[config.mk]
export PLATFORM = sky130hd
export DESIGN_NAME = rv_decode_stage
export DESIGN_NICKNAME = d
export VERILOG_FILES = /design/src/rtl/rv_decode_stage.sv
export SDC_FILE = /design/constraint.sdc
export NUM_CORES = 1
export LEC_CHECK = 0
export CORE_MARGIN = 4
export CORE_UTILIZATION = 42
export CTS_BUF_LIST = sky130_fd_sc_hd__clkbuf_4 sky130_fd_sc_hd__clkbuf_8
export DETAILED_ROUTE_END_ITERATION = 6
export PLACE_DENSITY = 0.79
export SYNTH_ARGS = -nofsm -noshare
export SYNTH_HDL_FRONTEND = slang
export SYNTH_SLANG_ARGS = --single-unit
[constraint.sdc]
create_clock -name clk -period 3.4 [get_ports clk]
set_input_delay 0.51 -clock clk [delete_from_list [all_inputs] [get_ports clk]]
set_output_delay 0.51 -clock clk [all_outputs]
set_load 0.01 [all_outputs]
[src/rtl/rv_decode_stage.sv]
// Registered RV instruction-decode stage: valid/ready on both sides, flush,
// and a single-bubble load-use interlock with a saturating stall counter.
module rv_decode_stage #(
    parameter int XLEN           = 64,
    parameter int CNT_W          = 16,
    parameter bit LOAD_USE_STALL = 1'b1
) (
    input  logic             clk,
    input  logic             rst_n,
    input  logic             flush,
    input  logic             in_valid,
    output logic             in_ready,
    input  logic [31:0]      in_instr,
    input  logic [XLEN-1:0]  in_pc,
    output logic             out_valid,
    input  logic             out_ready,
    output logic [XLEN-1:0]  out_pc,
    output logic [XLEN-1:0]  out_next_pc,
    output logic             out_branch,
    output logic             out_mem_read,
    output logic             out_mem_write,
    output logic             out_mem_to_reg,
    output logic             out_alu_src,
    output logic             out_reg_write,
    output logic [1:0]       out_alu_op,
    output logic [3:0]       out_alu_ctl,
    output logic [4:0]       out_rs1,
    output logic [4:0]       out_rs2,
    output logic [4:0]       out_rd,
    output logic [XLEN-1:0]  out_imm,
    output logic             out_illegal,
    output logic [CNT_W-1:0] stall_count
);

    localparam logic [6:0] OP_R  = 7'b0110011;
    localparam logic [6:0] OP_I  = 7'b0010011;
    localparam logic [6:0] OP_LD = 7'b0000011;
    localparam logic [6:0] OP_ST = 7'b0100011;
    localparam logic [6:0] OP_BR = 7'b1100011;
    localparam logic [2:0] LDST_F3 = (XLEN == 64) ? 3'b011 : 3'b010;

    typedef struct packed {
        logic            branch;
        logic            mem_read;
        logic            mem_write;
        logic            mem_to_reg;
        logic            alu_src;
        logic            reg_write;
        logic [1:0]      alu_op;
        logic [3:0]      alu_ctl;
        logic [4:0]      rs1;
        logic [4:0]      rs2;
        logic [4:0]      rd;
        logic [XLEN-1:0] imm;
        logic            illegal;
    } bundle_t;

    logic [6:0]      opcode;
    logic [2:0]      funct3;
    logic [6:0]      funct7;
    logic [XLEN-1:0] imm_i;
    logic [XLEN-1:0] imm_s;
    logic [XLEN-1:0] imm_b;
    bundle_t         dec;
    bundle_t         bundle_q;
    logic            dec_is_load;
    logic            ld_pending;
    logic [4:0]      ld_rd;
    logic            hazard;
    logic            drain;

    assign opcode = in_instr[6:0];
    assign funct3 = in_instr[14:12];
    assign funct7 = in_instr[31:25];
    assign imm_i  = {{(XLEN-12){in_instr[31]}}, in_instr[31:20]};
    assign imm_s  = {{(XLEN-12){in_instr[31]}}, in_instr[31:25], in_instr[11:7]};
    assign imm_b  = {{(XLEN-13){in_instr[31]}}, in_instr[31], in_instr[7],
                     in_instr[30:25], in_instr[11:8], 1'b0};

    always_comb begin
        // NOTE: every field gets a default before the case so no path can infer a latch.
        dec         = '0;
        dec_is_load = 1'b0;
        case (opcode)
            OP_R: begin
                dec.rs1       = in_instr[19:15];
                dec.rs2       = in_instr[24:20];
                dec.rd        = in_instr[11:7];
                dec.reg_write = 1'b1;
                dec.alu_op    = 2'b10;
                case ({funct7, funct3})
                    {7'b0000000, 3'b000}: dec.alu_ctl = 4'b0010;
                    {7'b0100000, 3'b000}: dec.alu_ctl = 4'b0110;
                    {7'b0000000, 3'b111}: dec.alu_ctl = 4'b0000;
                    {7'b0000000, 3'b110}: dec.alu_ctl = 4'b0001;
                    default:              dec.illegal = 1'b1;
                endcase
            end
            OP_I: begin
                dec.rs1       = in_instr[19:15];
                dec.rd        = in_instr[11:7];
                dec.alu_src   = 1'b1;
                dec.reg_write = 1'b1;
                dec.alu_op    = 2'b11;
                dec.imm       = imm_i;
                case (funct3)
                    3'b000:  dec.alu_ctl = 4'b0010;
                    3'b111:  dec.alu_ctl = 4'b0000;
                    3'b110:  dec.alu_ctl = 4'b0001;
                    default: dec.illegal = 1'b1;
                endcase
            end
            OP_LD: begin
                dec.rs1        = in_instr[19:15];
                dec.rd         = in_instr[11:7];
                dec.mem_read   = 1'b1;
                dec.mem_to_reg = 1'b1;
                dec.alu_src    = 1'b1;
                dec.reg_write  = 1'b1;
                dec.alu_ctl    = 4'b0010;
                dec.imm        = imm_i;
                dec_is_load    = 1'b1;
                dec.illegal    = (funct3 != LDST_F3);
            end
            OP_ST: begin
                dec.rs1       = in_instr[19:15];
                dec.rs2       = in_instr[24:20];
                dec.mem_write = 1'b1;
                dec.alu_src   = 1'b1;
                dec.alu_ctl   = 4'b0010;
                dec.imm       = imm_s;
                dec.illegal   = (funct3 != LDST_F3);
            end
            OP_BR: begin
                dec.rs1     = in_instr[19:15];
                dec.rs2     = in_instr[24:20];
                dec.branch  = 1'b1;
                dec.alu_op  = 2'b01;
                dec.alu_ctl = 4'b0110;
                dec.imm     = imm_b;
                dec.illegal = (funct3 != 3'b000);
            end
            default: dec.illegal = 1'b1;
        endcase
        // An unsupported encoding carries nothing but the illegal flag downstream.
        if (dec.illegal) begin
            dec         = '0;
            dec.illegal = 1'b1;
            dec_is_load = 1'b0;
        end
    end

    // Unused register fields decode to 0 and ld_rd is never 0 while pending,
    // so a plain equality is enough to detect a real dependency.
    assign hazard   = LOAD_USE_STALL && ld_pending && in_valid &&
                      ((dec.rs1 == ld_rd) || (dec.rs2 == ld_rd));
    assign drain    = ~out_valid | out_ready;
    assign in_ready = drain & ~hazard & ~flush;

    always_ff @(posedge clk or negedge rst_n) begin
        // NOTE: every register here has a reset value; state uses non-blocking assignment only.
        if (!rst_n) begin
            out_valid   <= 1'b0;
            bundle_q    <= '0;
            out_pc      <= '0;
            out_next_pc <= '0;
            ld_pending  <= 1'b0;
            ld_rd       <= '0;
            stall_count <= '0;
        end else if (flush) begin
            out_valid  <= 1'b0;
            ld_pending <= 1'b0;
        end else if (drain) begin
            if (hazard) begin
                out_valid  <= 1'b0;
                ld_pending <= 1'b0;
                if (stall_count != '1) stall_count <= stall_count + CNT_W'(1);
            end else if (in_valid) begin
                out_valid   <= 1'b1;
                bundle_q    <= dec;
                out_pc      <= in_pc;
                out_next_pc <= in_pc + XLEN'(4);
                ld_pending  <= dec_is_load && (dec.rd != 5'd0);
                ld_rd       <= dec.rd;
            end else begin
                out_valid <= 1'b0;
            end
        end
    end

    assign out_branch     = bundle_q.branch;
    assign out_mem_read   = bundle_q.mem_read;
    assign out_mem_write  = bundle_q.mem_write;
    assign out_mem_to_reg = bundle_q.mem_to_reg;
    assign out_alu_src    = bundle_q.alu_src;
    assign out_reg_write  = bundle_q.reg_write;
    assign out_alu_op     = bundle_q.alu_op;
    assign out_alu_ctl    = bundle_q.alu_ctl;
    assign out_rs1        = bundle_q.rs1;
    assign out_rs2        = bundle_q.rs2;
    assign out_rd         = bundle_q.rd;
    assign out_imm        = bundle_q.imm;
    assign out_illegal    = bundle_q.illegal;

endmodule

Word level (Yosys, flattened, before mapping)
Index checks and enable logic that the tools add are counted.
{ "totals": {"ff_bits": 238, "input_bits": 101, "out_inout_bits": 238, "elab_cells": 85} }
{ "classes": {"add_sub_neg": 2, "eq_ne": 14, "n_mux": 25, "bitwise_logic": 6, "n_reduce_logical": 20} }
{ "op_table": {"columns": ["operator", "count"], "rows": [
  ["$pmux 64 s3", 1],
  ["$mux 92", 1],
  ["$add 64x3->64 const B", 1],
  ["$pmux 9 s4", 1],
  ["$eq 10x3->1 const B", 2],
  ["$add 16x1->16 const B", 1],
  ["$mux 1", 16],
  ["$ne 16x16->1 const B", 1],
  ["$eq 7x6->1 const B", 2],
  ["$reduce_or 3->1", 4],
  ["$eq 10x9->1 const B", 1],
  ["$eq 5x5->1", 2],
  ["$logic_not 10->1", 1],
  ["$mux 5", 2],
  ["$pmux 3 s3", 1],
  ["$reduce_and 4->1", 2],
  ["$eq 7x2->1 const B", 1],
  ["$eq 7x5->1 const B", 1],
  ["$eq 7x7->1 const B", 1],
  ["$eq 3x3->1 const B", 2],
  ["$pmux 2 s3", 1],
  ["$reduce_bool 3->1", 2],
  ["$reduce_bool 5->1", 1],
  ["$pmux 1 s4", 1],
  ["12 further kinds", 18]
]} }

Longest topological paths before layout
{ "logic_depth": {"depth_word": 11, "depth_mapped": 12, "depth_no_buf": 8} }

Worst setup path before layout
OpenSTA, ideal clock, no wires.
{ "synth_timing": {"kind": "input to output", "from": "in in_instr[14]", "to": "out in_ready", "arrival_time_ns": 2.848, "required_ns": 2.890, "slack_ns": 0.042, "cell_stages": 8, "n_path_buf": 1, "path_cell_list": "or4b_1 a41oi_2 o211ai_1 or4_1 a22o_1 a21boi_2 clkbuf_1 a21oi_1"} }
{ "synth_via": {"elab_chain_cells": 11, "elab_cells_between_ends": 22, "cone_classes": "eq/ne: 8; mux: 4; bitwise: 3; reduce/logical: 7"} }
{ "synth_rtl": {"columns": ["item", "line_no", "source"], "rows": [
  ["start: declaration", "13", "input logic [31:0] in_instr,"],
  ["$eq 10x3->1, or another cell as far along", "91", "case ({funct7, funct3})"],
  ["$reduce_or 4->1 (no source line) or $reduce_or 3->1 (tied branches)", null, null],
  ["$mux 1, on equally long branches", "91, 106", null],
  ["$pmux 1 s4 *", "84", "case (opcode)"],
  ["$mux 92 *", "146", "if (dec.illegal) begin"],
  ["$eq 5x5->1", "156", "((dec.rs1 == ld_rd) || (dec.rs2 == ld_rd));"],
  ["$logic_or 1x1->1 *", "156", null],
  ["$logic_and 1x1->1 *", "155", "assign hazard = LOAD_USE_STALL && ld_pending && in_valid &&"],
  ["$not 1->1 (no source line) *", null, null],
  ["$and 1x1->1 * (2 in series)", "158", "assign in_ready = drain & ~hazard & ~flush;"],
  ["end: declaration", "12", "output logic in_ready,"]
]} }
Mark *: on every way between the ends. The rest lies on a longest branch, timed or not.

Worst setup path after layout
{ "layout_timing": {"from": "in in_instr[1]", "to": "out in_ready"} }
{ "layout_via": {"elab_chain_cells": 10, "elab_cells_between_ends": 18, "cone_classes": "eq/ne: 7; mux: 4; bitwise: 3; reduce/logical: 4"} }
{ "layout_rtl": {"columns": ["item", "line_no"], "rows": [
  ["$eq 7x2->1, or another cell as far along", "84"],
  ["$reduce_or 2->1 (no source line) or $reduce_or 3->1 (tied branches)", null],
  ["$pmux 9 s4, or another cell as far along", "84"],
  ["$mux 92 *", "146"],
  ["$eq 5x5->1", "156"],
  ["$logic_or 1x1->1 *", "156"],
  ["$logic_and 1x1->1 *", "155"],
  ["$not 1->1 (no source line) *", null],
  ["$and 1x1->1 * (2 in series)", "158"]
]} }
Marked as above.

==> reports/results.txt <==
sequential share of power -> 46.7%
leading area contributor after synthesis -> dfrtp_1
fin. max-slew vios -> 0
total power -> 0.005521 W
worst hold slack -> 0.05964 ns
Max-cap violations -> 0
worst-margin pin slew -> 0.6907 ns
layout cell share with drive strength beyond 1 -> 13.44%
Clock Latency Late Sink -> 0.45 ns
Final Cycle Share -> 97.56%
library cells used by synthesis -> 52
worst setup path endpoint -> in_ready
Pre-Repair DR Iteration Count -> 6
Cell Pwr Density -> 408.3 nW/um^2
Min Clock Period, post-route -> 3.317 ns
clk buf depth -> 2
Via density -> 5.157
die area -> 24570 sq um
clk sinks -> 183
Clk pin slew, worst setup/hold paths -> 0.11 ns
worst min path class -> in2async
Critical Path RT -> 2.89 ns
most frequent cells in the layout -> clkdlybuf4s50_1 (325), dfrtp_1 (183), mux2_1 (100)
CTS tree -> done
status -> finished, final reports clean
Critical Path Source -> in_instr[1]
ANT cells -> 0
worst-path maximum fanout -> 3
CP Launch Type -> input port
internal power -> 0.003914 W
final setup vio count -> 0
syn_nets -> 914
PortBufs -> 337
WL/cell -> 18.93 um
total CTS buffers -> 17
Rows -> 54
clock power share -> 27.5%
Yosys top cell area share -> 49.27%
starting density of the core -> 42.59%
post-detail-place hpwl -> 21140 um
VDD IR max -> 0.2980 mV
grt ovf -> 0
first-pass GRT wire length -> 42340 um
synth warn -> 0
Area growth syn-to-layout -> 45.49%
synthesized area -> 9294 sq um
reg-to-reg endpoint -> out_pc[37]$_DFFE_PN0P_
ys async rst share -> 100.0%
Mapped Cells -> 811
leakage power -> 5.643 nW
vias in the first global route -> 7688
DR iter-0 viols -> 294
largest net degree at the start of global routing -> 78
critical path arrival -> 2.81 ns
synth top area cells -> dfrtp_1 (49%), mux2_1 (12%), xnor2_1 (6.0%)
Net Sw Frac -> 29.12%
origin of the critical flop-to-flop path -> out_rd[4]$_DFFE_PN0P_
routed wire length -> 27420 um
reg2reg path depth -> 10
Overall Global Routing Usage -> 22.02%
relative max-transition margin -> 53.78%
RSZ-0062 raised after global routing -> no
RD Place Congestion -> 0.9709
Die W -> 156.8 um
commonest non-fill, non-tap cell in the layout -> clkdlybuf4s50_1
Hold Vio Cnt, Final -> 0
antenna violations before repair -> 0
# hold bufs at CTS -> 0
die height -> 156.8 um
critical path endpoint category -> output pin
Max Clock Freq -> 301.5 MHz
FF-to-FF setup slack -> 0.61 ns
post-route antenna net violation count -> 0
switching power total -> 0.001608 W
via count -> 7468
Syn Area/Cell -> 11.46 sq um
final net count -> 1258
H-tree Lvls -> 4
residual DRC count -> 0
critical path class -> in2out
FF+latch count, synth -> 183
worst-case clock skew -> 0.02068 ns
core region area -> 21820 sq um
Seq/Total Area, Yosys -> 49.27%
top_reg_cell synth -> dfrtp_1
EDFF count, synth -> 0
number of I/O pins -> 339
Comb pwr share -> 25.8%
root buffer cell -> clkbuf_8
routing by layer:
layer  GRT usage, %  vias to the layer above  share of wire, %
met4          6.157                        0               2.0
met2          39.06                      344                51
li1               -                     3440                 -
met1          25.24                     3647                37
met3          7.605                       37                10
met5              0                        -                 0
cell type report:
cell class	instances	area (sq um)
clock buffers	19	255.2
clock inverters	13	151.4
fillers	1749	8302
inverters	23	86.33
multi-input cells	523	4080
flip-flops and latches	183	4579
well taps	280	350.3
repair buffers	407	4019
sequential cells by signal (all words and copies together), names as in the netlist, 2 cells and up:
register	cells
out_alu_ctl	3
out_alu_op	2
out_imm	13
out_next_pc	62
out_pc	64
out_rd	5
out_rs1	5
out_rs2	5
stall_count	16
cell families after synthesis:
kind of cell	synth area share (%)
other cells	0.04035
simple gates	12.75
mux	18.44
flops	49.27
fa+ha+maj	0.2692
buf+inv	7.526
xor+xnor	7.633
compound gates	4.066
worst min path at each step:
stage                         startpoint                     endpoint  depth (start not counted)
2_1_floorplan                      rst_n       ld_pending$_DFFE_PN0P_                          0
3_3_place_gp      out_branch$_DFFE_PN0P_       out_branch$_DFFE_PN0P_                          1
3_5_place_dp   out_mem_write$_DFFE_PN0P_    out_mem_write$_DFFE_PN0P_                          1
4_1_cts                            rst_n  out_next_pc[51]$_DFFE_PN0P_                          1
5_1_grt                            rst_n  out_next_pc[20]$_DFFE_PN0P_                          1
6_report                           rst_n  out_next_pc[19]$_DFFE_PN0P_                          1
what timing repair did:
action,in CTS,in global routing
pin swaps,13,12
setup buffers,8,2
gates cloned,1,0
setup endpoints to repair,101,78
gates resized for setup,19,12
cell usage after synthesis, drive strengths merged, types with 2 or more instances:
master / count
o211ai: 2
nand4: 15
a22oi: 5
a21boi: 2
inv: 23
o21ai: 21
nor4: 4
a21oi: 7
dfrtp: 183
buf: 74
mux2: 138
ha: 2
and2: 8
nor3: 11
and4: 4
or4: 4
nand2: 57
o2bb2ai: 4
mux2i: 16
o21a: 2
and3: 30
nor2: 33
or3b: 2
nand2b: 6
xnor2: 64
o211a: 3
xor2: 17
nand3: 46
nor4b: 2
a22o: 2
clkbuf: 8
power groups by stage:
stage	Sequential, W	Clock (W)	Combinational [W]
final	0.00258	0.00152	0.00142
after floorplan	0.00274	0	0.000355
after global routing	0.00262	0.00166	0.00152
after global placement	0.00261	0	0.00140
after CTS	0.00258	0.00156	0.00144
after detailed placement	0.00262	0	0.00142
worst max-delay path, cell delays in order:
cell and delay, ns:
clkdlybuf4s50_1 0.51, nand4bb_4 0.16, a41oi_4 0.24, o211ai_1 0.20, or4_1 0.55, a22o_1 0.24
a21boi_2 0.18, a21oi_2 0.07, buf_2 0.14
per-stage QoR:
step | utilization (%) | worst slack [ns] | TNS, ns | instances | area, sq um
3_5_place_dp | 59.54 | -0.6631 | -88.45 | 1407 | 12990
3_3_place_gp | 59.54 | -0.6259 | -78.57 | 1407 | 12990
2_1_floorplan | - | 0.04233 | 0 | 811 | 9294
5_1_grt | 61.96 | 0.01161 | 0 | 1448 | 13520
4_1_cts | 61.85 | 0.00008593 | 0 | 1447 | 13500
6_report | 61.96 | 0.08311 | 0 | 1448 | 13520
Note: power is estimated with default switching activity, not from simulation.
